### config.mk
export PLATFORM = sky130hd
export DESIGN_NAME = neopixel_frame_scheduler
export DESIGN_NICKNAME = d
export VERILOG_FILES = /design/src/rtl/neopixel_frame_scheduler.sv
export SDC_FILE = /design/constraint.sdc
export NUM_CORES = 1
export LEC_CHECK = 0
export ABC_CLOCK_PERIOD_IN_PS = 25700
export BUFFER_PORTS_ARGS = -buffer_cell sky130_fd_sc_hd__buf_2
export CAP_MARGIN = 15
export CORE_MARGIN = 2
export CORE_UTILIZATION = 55
export CTS_BUF_LIST = sky130_fd_sc_hd__clkbuf_4 sky130_fd_sc_hd__clkbuf_8
export CTS_CLUSTER_SIZE = 14
export DETAILED_ROUTE_END_ITERATION = 16
export PLACE_DENSITY = 0.72
export SLEW_MARGIN = 10
export SYNTH_ARGS = -nofsm -noshare
export SYNTH_HDL_FRONTEND = slang
export SYNTH_SLANG_ARGS = --single-unit
export TNS_END_PERCENT = 50
### constraint.sdc
create_clock -name clock -period 25.7 [get_ports clock]
set_input_delay 5.14 -clock clock [delete_from_list [all_inputs] [get_ports clock]]
set_output_delay 5.14 -clock clock [all_outputs]
set_load 0.05 [all_outputs]
### src/rtl/neopixel_frame_scheduler.sv
// neopixel_frame_scheduler: double-buffered colour store that replays the
// committed frame into a NeoPixel strand controller, issues send, waits for
// serial transmission and then holds the WS2812 latch gap.
module neopixel_frame_scheduler #(
  parameter int NUM_PIXELS     = 5,
  parameter int LATCH_CYCLES   = 2500,
  parameter int REFRESH_CYCLES = 833334,
  parameter int TX_TIMEOUT     = 8192
) (
  input  logic       clock,
  input  logic       reset,
  input  logic       wr_en,
  input  logic [2:0] wr_pixel,
  input  logic [1:0] wr_color,
  input  logic [7:0] wr_level,
  input  logic       commit,
  input  logic       auto_refresh_en,
  output logic       busy,
  output logic       frame_done,
  output logic       tx_error,
  output logic       strand_load_color,
  output logic [1:0] strand_color_index,
  output logic [2:0] strand_pixel_index,
  output logic [7:0] strand_color_level,
  output logic       strand_send_it,
  input  logic       strand_ready_to_load,
  input  logic       strand_ready_to_send
);

  localparam int CMAX = (LATCH_CYCLES > TX_TIMEOUT) ? LATCH_CYCLES : TX_TIMEOUT;
  localparam int CW   = $clog2(CMAX + 1);
  localparam int RW   = (REFRESH_CYCLES > 1) ? $clog2(REFRESH_CYCLES) : 1;

  localparam logic [3:0]    NP    = 4'(NUM_PIXELS);
  localparam logic [2:0]    LASTP = 3'(NUM_PIXELS - 1);
  localparam logic [CW-1:0] LMAX  = CW'(LATCH_CYCLES - 1);
  localparam logic [CW-1:0] TMAX  = CW'(TX_TIMEOUT - 1);
  localparam logic [RW-1:0] RMAX  = RW'(REFRESH_CYCLES - 1);

  typedef enum logic [2:0] {
    S_IDLE,
    S_LOAD,
    S_SEND,
    S_WAIT_TX,
    S_LATCH
  } state_t;

  state_t state_q;

  logic [NUM_PIXELS-1:0][2:0][7:0] back_q, back_d, front_q;
  logic          commit_pending_q, refresh_pending_q;
  logic [RW-1:0] refresh_q;
  logic [2:0]    pix_q;
  logic [1:0]    col_q;
  logic [CW-1:0] cnt_q;
  logic          phase_q;
  logic          tx_error_q;

  logic wr_ok, launch, last_load, refresh_hit, in_load;

  assign wr_ok       = wr_en && ({1'b0, wr_pixel} < NP) && (wr_color != 2'b11);
  assign launch      = (state_q == S_IDLE) && (commit_pending_q || refresh_pending_q)
                       && strand_ready_to_load;
  assign last_load   = (pix_q == LASTP) && (col_q == 2'd2);
  assign refresh_hit = auto_refresh_en && (refresh_q == RMAX);
  assign in_load     = (state_q == S_LOAD);

  // Back buffer with this cycle's write merged, so a same-edge write lands in the snapshot
  always_comb begin
    back_d = back_q;
    if (wr_ok) back_d[wr_pixel][wr_color] = wr_level;
  end

  // Host side: back buffer, pending flags and refresh timer (a new event beats the launch clear)
  always_ff @(posedge clock or posedge reset) begin
    if (reset) begin
      back_q            <= '0;
      commit_pending_q  <= 1'b0;
      refresh_pending_q <= 1'b0;
      refresh_q         <= '0;
    end else begin
      back_q <= back_d;
      if (commit)      commit_pending_q <= 1'b1;
      else if (launch) commit_pending_q <= 1'b0;
      if (refresh_hit) refresh_pending_q <= 1'b1;
      else if (launch) refresh_pending_q <= 1'b0;
      if (!auto_refresh_en || refresh_q == RMAX) refresh_q <= '0;
      else                                       refresh_q <= refresh_q + RW'(1);
    end
  end

  // Frame sequencer: snapshot, load walk, send, transmit wait with timeout, latch gap
  always_ff @(posedge clock or posedge reset) begin
    if (reset) begin
      state_q    <= S_IDLE;
      pix_q      <= '0;
      col_q      <= '0;
      cnt_q      <= '0;
      phase_q    <= 1'b0;
      tx_error_q <= 1'b0;
      front_q    <= '0;
    end else begin
      case (state_q)
        S_IDLE: begin
          if (launch) begin
            state_q <= S_LOAD;
            pix_q   <= '0;
            col_q   <= '0;
            if (commit_pending_q) front_q <= back_d;
          end
        end
        S_LOAD: begin
          if (strand_ready_to_load) begin
            if (last_load) begin
              state_q <= S_SEND;
              pix_q   <= '0;
              col_q   <= '0;
            end else if (col_q == 2'd2) begin
              col_q <= '0;
              pix_q <= pix_q + 3'd1;
            end else begin
              col_q <= col_q + 2'd1;
            end
          end
        end
        S_SEND: begin
          if (strand_ready_to_send) begin
            state_q <= S_WAIT_TX;
            cnt_q   <= '0;
            phase_q <= 1'b0;
          end
        end
        S_WAIT_TX: begin
          if (phase_q && strand_ready_to_send) begin
            state_q <= S_LATCH;
            cnt_q   <= '0;
          end else if (cnt_q == TMAX) begin
            tx_error_q <= 1'b1;
            state_q    <= S_LATCH;
            cnt_q      <= '0;
          end else begin
            cnt_q <= cnt_q + CW'(1);
            if (!strand_ready_to_send) phase_q <= 1'b1;
          end
        end
        S_LATCH: begin
          if (cnt_q == LMAX) begin
            state_q <= S_IDLE;
            cnt_q   <= '0;
          end else begin
            cnt_q <= cnt_q + CW'(1);
          end
        end
        default: state_q <= S_IDLE;
      endcase
    end
  end

  assign busy               = (state_q != S_IDLE);
  assign frame_done         = (state_q == S_LATCH) && (cnt_q == LMAX);
  assign tx_error           = tx_error_q;
  assign strand_load_color  = in_load && strand_ready_to_load;
  assign strand_color_index = in_load ? col_q : '0;
  assign strand_pixel_index = in_load ? pix_q : '0;
  assign strand_color_level = in_load ? front_q[pix_q][col_q] : '0;
  assign strand_send_it     = (state_q == S_SEND) && strand_ready_to_send;

endmodule

### Word-level counts from Yosys, hierarchy flattened

Cells that the tools add are included.
Widths: inputs -> output; s select.

* word-level logic and storage cells: 145
* register bits after elaboration: 286
* input port bits: 20

* reduce and logical (&&, ||, !) cells: 29
* $add $sub $neg: 4
* bitwise gates (word level): 1
* mux-type cells: 45
* $lt $le $gt $ge: 7
* equal/unequal tests: 20

Operator list (number)
* $bwmux 120: 1
* $mux 120: 1
* $bmux 24 s3: 1
* $demux 24 s3: 1
* $mux 14: 4
* $mux 24: 2
* $pmux 14 s3: 1
* $mux 3: 12
* $mux 8: 3
* $add 20x1->20 const B: 1
* $eq 20x20->1 const B: 1
* $mux 20: 1
* $ne 2x2->1 const B: 9
* $bmux 8 s2: 1
* $demux 8 s2: 1
* $pmux 3 s5: 1
* $add 14x1->14 const B: 1
* $eq 14x12->1 const B: 1
* $eq 14x13->1 const B: 1
* $logic_and 1x1->1: 12
* $mux 2: 5
* $reduce_and 3->1: 3
* $lt 3x4->1 const B: 2
* $reduce_bool 2->1: 4
* 25 further kinds: 36

### Longest topological paths before layout

Gate-level depths: netlist (run 1).

* depth after elaboration: 8
* mapped depth: 10
* depth with buffers taken out: 7

### Worst setup path after synthesis (run 1)

No wires, ideal clock.

* kind: in2out
* from: in strand_ready_to_send
* to: out strand_send_it
* data required time: 20.560 ns
* setup slack: 14.719 ns
* arrival time: 5.841 ns
* cell stages on the path: 2
* cells stage by stage: nand2_1 > nor2_1

* longest elaborated chain between the ends: 1

Ends and longest elaborated chain
* start: declaration: RTL line 27 `input logic strand_ready_to_send`
* $logic_and 1x1->1: RTL line 166 `assign strand_send_it = (state_q == S_SEND) && strand_ready_to_send;`
* end: declaration: RTL line 25 `output logic strand_send_it,`

Every way passes these cells.

### Worst setup path after layout (run 1)

Ends and elaborated chain as after synthesis.

==> reports/qor.csv, run 1 <==
metric,value,unit
syn-instance-count,911,
grt_usage,22.37,%
clkSinkCount,286,
synth.area.top_cells,"dfrtp_1 (57%), mux2_2 (22%), mux4_2 (3.6%)",
antenna_found_initial,1,
clk_path_buf_depth,3,
cp_max_fo,4,
yosysWarningCount,0,
finalClockSkew,14.82,ps
rsz0062_at_grt,no,
core-area,22500,um2
seqPwrFrac,44.6,%
synth_xor_area_share,1.190,%
place_congestion,0.8579,
dr.pass1.iters,5,
grt_remaining_overflow,0,
drt_wl_total,25630,um
cts_buffers,47,
num_io_pins,38,
max_freq,92.40,MHz
slew_headroom,33.08,%
synth_seq_cells,286,
switchingPower,0.0004096,W
path_clk_slew,60,ps
cts_setup_buffers,0,
p_sw_share,29.36,%
cp_data_arrival_time,5680,ps
htree_levels,2,
yosysTopAreaCell,dfrtp_1,
status,"finished, final reports clean",
area_delta_synth_final,11.07,%
crit_path_end_kind,primary output,
tritoncts,built,
synth-simple-area-share,7.792,%
start_kind,input pin,
ctsHoldBuffers,0,
place_hpwl,16070,um
synth_common_cells,"dfrtp_1 (286), mux2_2 (246), nand2_1 (50)",
synth_compound_area_share,4.441,%
peakVddDrop,0.03636,mV
criticalPathCategory,in -> out,
numPortBuffers,37,
yosys.area_share.adder,0.5001,%
post_cts_resized,0,
drc,0,
grt_pass1_vias,7717,
crit_required,20560,ps
worst_pin_slew,1004,ps
cts-root-buf,clkbuf_8,
nFillCells,1722,
min_path_type,reg -> reg,
min_period,10820,ps
start_util,55.59,%
grt_pass1_wl,41750,um
drv_cap,0,
die_area,23970,um2
muxShareOfSynthArea,26.71,%
p_comb_share,25.8,%
fp.dieW,154.8,um
n_antenna_cell,0,
clock_latency,560,ps
drv_slew,0,
synth_top_area_share,57.21,%
yosys.cell_count.top_type,dfrtp_1,
synth.avg_cell_area,13.73,um2
drtAntennaViolNets,0,
internal_power,0.0009854,W
synth_ff_type,dfrtp_1,
fin_crit_sh,42.11,%
syn_area,12510,um2
vias_per_cell,5.835,
finalSetupViolCount,0,
power.leakage,6.296,nW
finalPower,0.001395,W
die_y,154.8,um
final_nets,984,
vias,7463,
synth_edf_count,0,
clkPwrFrac,29.6,%
ys_seq_area_share,57.21,%
syn-num-nets,936,
report.final.hold_viol_count,0,
rows,55,
synth-async-reset-ratio,100.0,%
worst_hold_slack,465.7,ps
synth_top_family_by_area,multiplexers,
fin_tns_setup,0,ps
wl_per_cell,20.04,um
grt_start_max_net_pins,137,
drt_iter0_drc,477,
ys_types,53,
drive_gt1_share,41.35,%
power_density,100.4,nW/um2
[registers in the layout (all words and copies together) (netlist names)]
signal / count
phase_q: 1
front_q: 120
refresh_pending_q: 1
col_q: 2
tx_error: 1
pix_q: 3
state_q: 3
refresh_q: 20
back_q: 120
commit_pending_q: 1
cnt_q: 14
[layer usage]
metal / up-vias / GRT usage, % / part of all wire, %
met3: 41 / 4.875 / 4.3
met5: - / 0 / 0.047
li1: 3405 / - / -
met4: 2 / 6.437 / 2.0
met1: 3877 / 31.71 / 47
met2: 138 / 35.23 / 46
[power groups by stage]
stage                     sequential, W  clock, W  combinational [W]
after floorplan                0.000607         0           0.000299
after global placement         0.000625         0           0.000352
after detailed placement       0.000631         0           0.000362
after CTS                      0.000623  0.000422           0.000362
after global routing           0.000637  0.000443           0.000392
final                          0.000623  0.000413           0.000360
[final timing paths]
| check | cells past startpoint | start | slack [ps] | end |
|---|---|---|---|---|
| setup reg to reg | 4 | state_q[0] | 22510 | front_q[7] |
| hold / removal | 1 | tx_error | 470 | tx_error |
| hold reg to reg | 1 | tx_error | 470 | tx_error |
| min in group asynchronous | 2 | reset | 4780 | refresh_q[7] |
| setup / recovery | 4 | strand_ready_to_send | 14880 | strand_send_it |
| max in group asynchronous | 3 | reset | 19320 | back_q[68] |
[cell families after synthesis]
family | count (synthesis)
flops | 286
mux | 278
simple gates | 185
compound gates | 85
buf+inv | 55
xor+xnor | 17
fa+ha+maj | 5
[stage by stage]
stage	instance area [um2]	util (%)	worst slack, ps	instances
detailed placement	12880	57.26	14900	1195
global route	13890	61.75	14860	1279
floorplan	12510	-	12670	911
finish	13890	61.75	14880	1279
global placement	12880	57.26	14890	1195
CTS	13890	61.75	14890	1279
[layout by cell type, fill, tap and decap left out, types with 8 or more instances in the layout]
cell,n
mux2i_1,12
a22oi_1,8
o21ai_0,25
nor3_1,15
xnor2_1,8
nand2_1,50
xor2_1,9
mux2_2,246
clkbuf_8,61
nand3_1,16
a22o_1,9
and2_1,9
a21oi_1,14
mux4_2,20
inv_1,9
dfrtp_1,285
clkbuf_4,19
buf_2,37
a31oi_1,12
nor2_1,40
[layout make-up]
| class | count | area (um2) | area share, % |
|---|---|---|---|
| flip-flops and latches | 286 | 7158 | 51.52 |
| multi-input cells | 570 | 5087 | 36.61 |
| clock buffers | 80 | 982.2 | 7.069 |
| well taps | 285 | 356.6 | 2.566 |
| repair buffers | 44 | 237.7 | 1.711 |
| inverters | 10 | 45.04 | 0.3242 |
| clock inverters | 4 | 27.53 | 0.1981 |
[worst max-delay path, stage by stage]
cell     delay (ps)
buf_2           110
nand2_1          60
nor2_1           90
buf_2           270
Power figures use the tool's default switching activity.
==> inputs of run 2 (changes only) <==
- ABC_AREA: default -> 1
- ABC_CLOCK_PERIOD_IN_PS: 25700 -> 9890
- PLACE_DENSITY: 0.72 -> 0.75
- clock period: 25.7 -> 9.89 ns (I/O delays scaled with it)
==> reports/qor.csv, run 2 <==
metric,value,unit,change
peakVddDrop,0.1408,mV,+290%
htree_levels,2,,unchanged
grt_remaining_overflow,0,,unchanged
die_y,158.2,um,+2.2%
yosys.cell_count.top_type,nand2_1,,
power_density,186.0,nW/um2,+85%
fin_tns_setup,0,ps,unchanged
synth_ff_type,dfrtp_1,,
status,"finished, final reports clean",,
clkSinkCount,286,,unchanged
synth_top_area_share,54.71,%,-2.5 points
grt_pass1_vias,10120,,+31%
drv_cap,0,,unchanged
synth-async-reset-ratio,100.0,%,unchanged
power.leakage,7.011,nW,+11%
cts_buffers,48,,+2.1%
grt_usage,26.81,%,+4.4 points
path_clk_slew,60,ps,about the same
start_util,55.90,%,+0.31 points
yosysWarningCount,0,,unchanged
cp_slowest_cell,dfrtp_2,,
slew_headroom,31.85,%,-1.2 points
clock_latency,570,ps,about the same
synth.area.top_cells,"dfrtp_1 (55%), nand2_1 (13%), o21ai_0 (8.0%)",,
vias,10510,,+41%
antenna_found_initial,0,,-1
rows,56,,+1.8%
yosysTopAreaCell,dfrtp_1,,
die_area,25030,um2,+4.5%
synth.avg_cell_area,8.391,um2,-39%
syn-instance-count,1559,,+71%
drc,0,,unchanged
synth_edf_count,0,,unchanged
reg_top3,"back_q x120, front_q x120, refresh_q x20",,
tritoncts,built,,
worst_pin_slew,1022,ps,+18.47 ps
critPathTopFamily,buffers and inverters,,
crit_required,7910,ps,-12650 ps
syn-num-nets,1584,,+69%
drv_slew,0,,unchanged
nFillCells,2029,,+18%
path_cells,inv_2 > nand2_1 > nor2_1 > nand2_1 > nand2_1 > nand2_1 > nand3_1 > nand2_1 > inv_1 > buf_2,,
fin_crit_sh,53.95,%,
syn_area,13080,um2,+4.6%
wl_per_cell,16.75,um,-16%
fin_util,61.81,%,+0.064 points
finalSetupViolCount,0,,unchanged
num_io_pins,38,,unchanged
grt_pass1_wl,52430,um,+26%
fp.dieW,158.2,um,+2.2%
start_kind,flip-flop,,
area_delta_synth_final,10.58,%,
n_antenna_cell,0,,unchanged
layout_common_cells,"nand2_1 (464), dfrtp_1 (285), o21ai_0 (208)",,
r2r-start,state_q[0],,
min_period,5335,ps,
post_cts_resized,0,,unchanged
criticalPathCategory,reg -> out,,
synth_common_cells,"nand2_1 (464), dfrtp_1 (286), o21ai_0 (208)",,
cp_max_fo,59,,+55
ys_seq_area_share,54.71,%,-2.5 points
crit_path_end_kind,primary output,,
cp.buffers_inverters,3,,+1
cp_data_arrival_time,3360,ps,-2320 ps
finalPower,0.002691,W,+93%
report.final.hold_viol_count,0,,unchanged
drive_gt1_share,10.28,%,-31 points
place_congestion,0.9104,,+6.1%
cts-root-buf,clkbuf_8,,
min_from,back_q[44],,
min_path_type,reg -> reg,,
core-area,23400,um2,+4.0%
synth_seq_cells,286,,unchanged
place_hpwl,21070,um,+31%
ctsHoldBuffers,0,,unchanged
final_nets,1606,,+63%
mostFrequentLayoutCell,nand2_1,,
crit_path_max_incr_delay,740,ps,+470 ps
drt_wl_total,32390,um,+26%
ys_types,34,,-36%
crit_top_cell,nand2_1,,
finalClockSkew,30.25,ps,+15.43 ps
dr.pass1.iters,7,,+2
clk_path_buf_depth,3,,unchanged
grt_start_max_net_pins,143,,+4.4%
cts_setup_buffers,0,,unchanged
vias_per_cell,5.432,,-6.9%
cp-startpoint,pix_q[0],,
max_freq,187.4,MHz,
rsz0062_at_grt,no,,
drtAntennaViolNets,0,,unchanged
numPortBuffers,37,,unchanged
drt_iter0_drc,1001,,+110%
==> run 2: cell type report <==
type	instances	area [um2]	share of cell area, %
sequential	286	7158	49.49
timing repair buffer	43	230.2	1.592
multi-input combinational	1037	4945	34.18
tap	319	399.1	2.759
clock buffer	72	915.9	6.332
clock inverter	12	190.2	1.315
inverter	165	626.9	4.334
==> run 2: report_power, final <==
part / internal (W) / switching [W] / total [W]
sequential: 0.00127 / 0.0000342 / 0.00131
clock: 0.000721 / 0.000476 / 0.00120
combinational: 0.0000623 / 0.000124 / 0.000186
total: 0.00206 / 0.000634 / 0.00269
==> run 2: worst paths after layout <==
path,depth (start not counted),slack (ps),to
max reg2reg,7,6530,front_q[49]
max in group asynchronous,3,6540,pix_q[0]
max,10,4550,strand_color_level[1]
min,1,490,back_q[44]
min reg2reg,1,490,back_q[44]
min in group asynchronous,2,1570,refresh_q[18]
==> run 2: stage by stage <==
stage	instances	setup WS (ps)	hold WS, ps	cell area (um2)
floorplan	1559	19.70	447.9	13080
global placement	1849	4533	453.5	13350
detailed placement	1849	4444	476.3	13350
CTS	1933	3807	491.6	14460
global route	1934	4188	501.1	14470
finish	1934	4555	488.5	14470
==> run 2: logic make-up (layout without fill, tap and decap cells) <==
logic type      count (synthesis)  count (layout)  share of synthesized area, %
fa+ha+maj                       5               5                        0.4782
simple gates                  694             694                         21.86
flops                         286             286                         54.71
compound gates                303             303                         12.80
buf+inv                       236             292                         7.489
mux                            17              17                         1.463
xor+xnor                       18              18                         1.205
==> run 2: layer usage <==
| metal | wire [um] | GRT usage, % | part of all wire, % |
|---|---|---|---|
| met3 | 2232 | 4.024 | 6.9 |
| met2 | 15060 | 43.21 | 46 |
| met4 | 750 | 7.937 | 2.3 |
| met5 | 0 | 0 | 0 |
| met1 | 14350 | 37.97 | 44 |
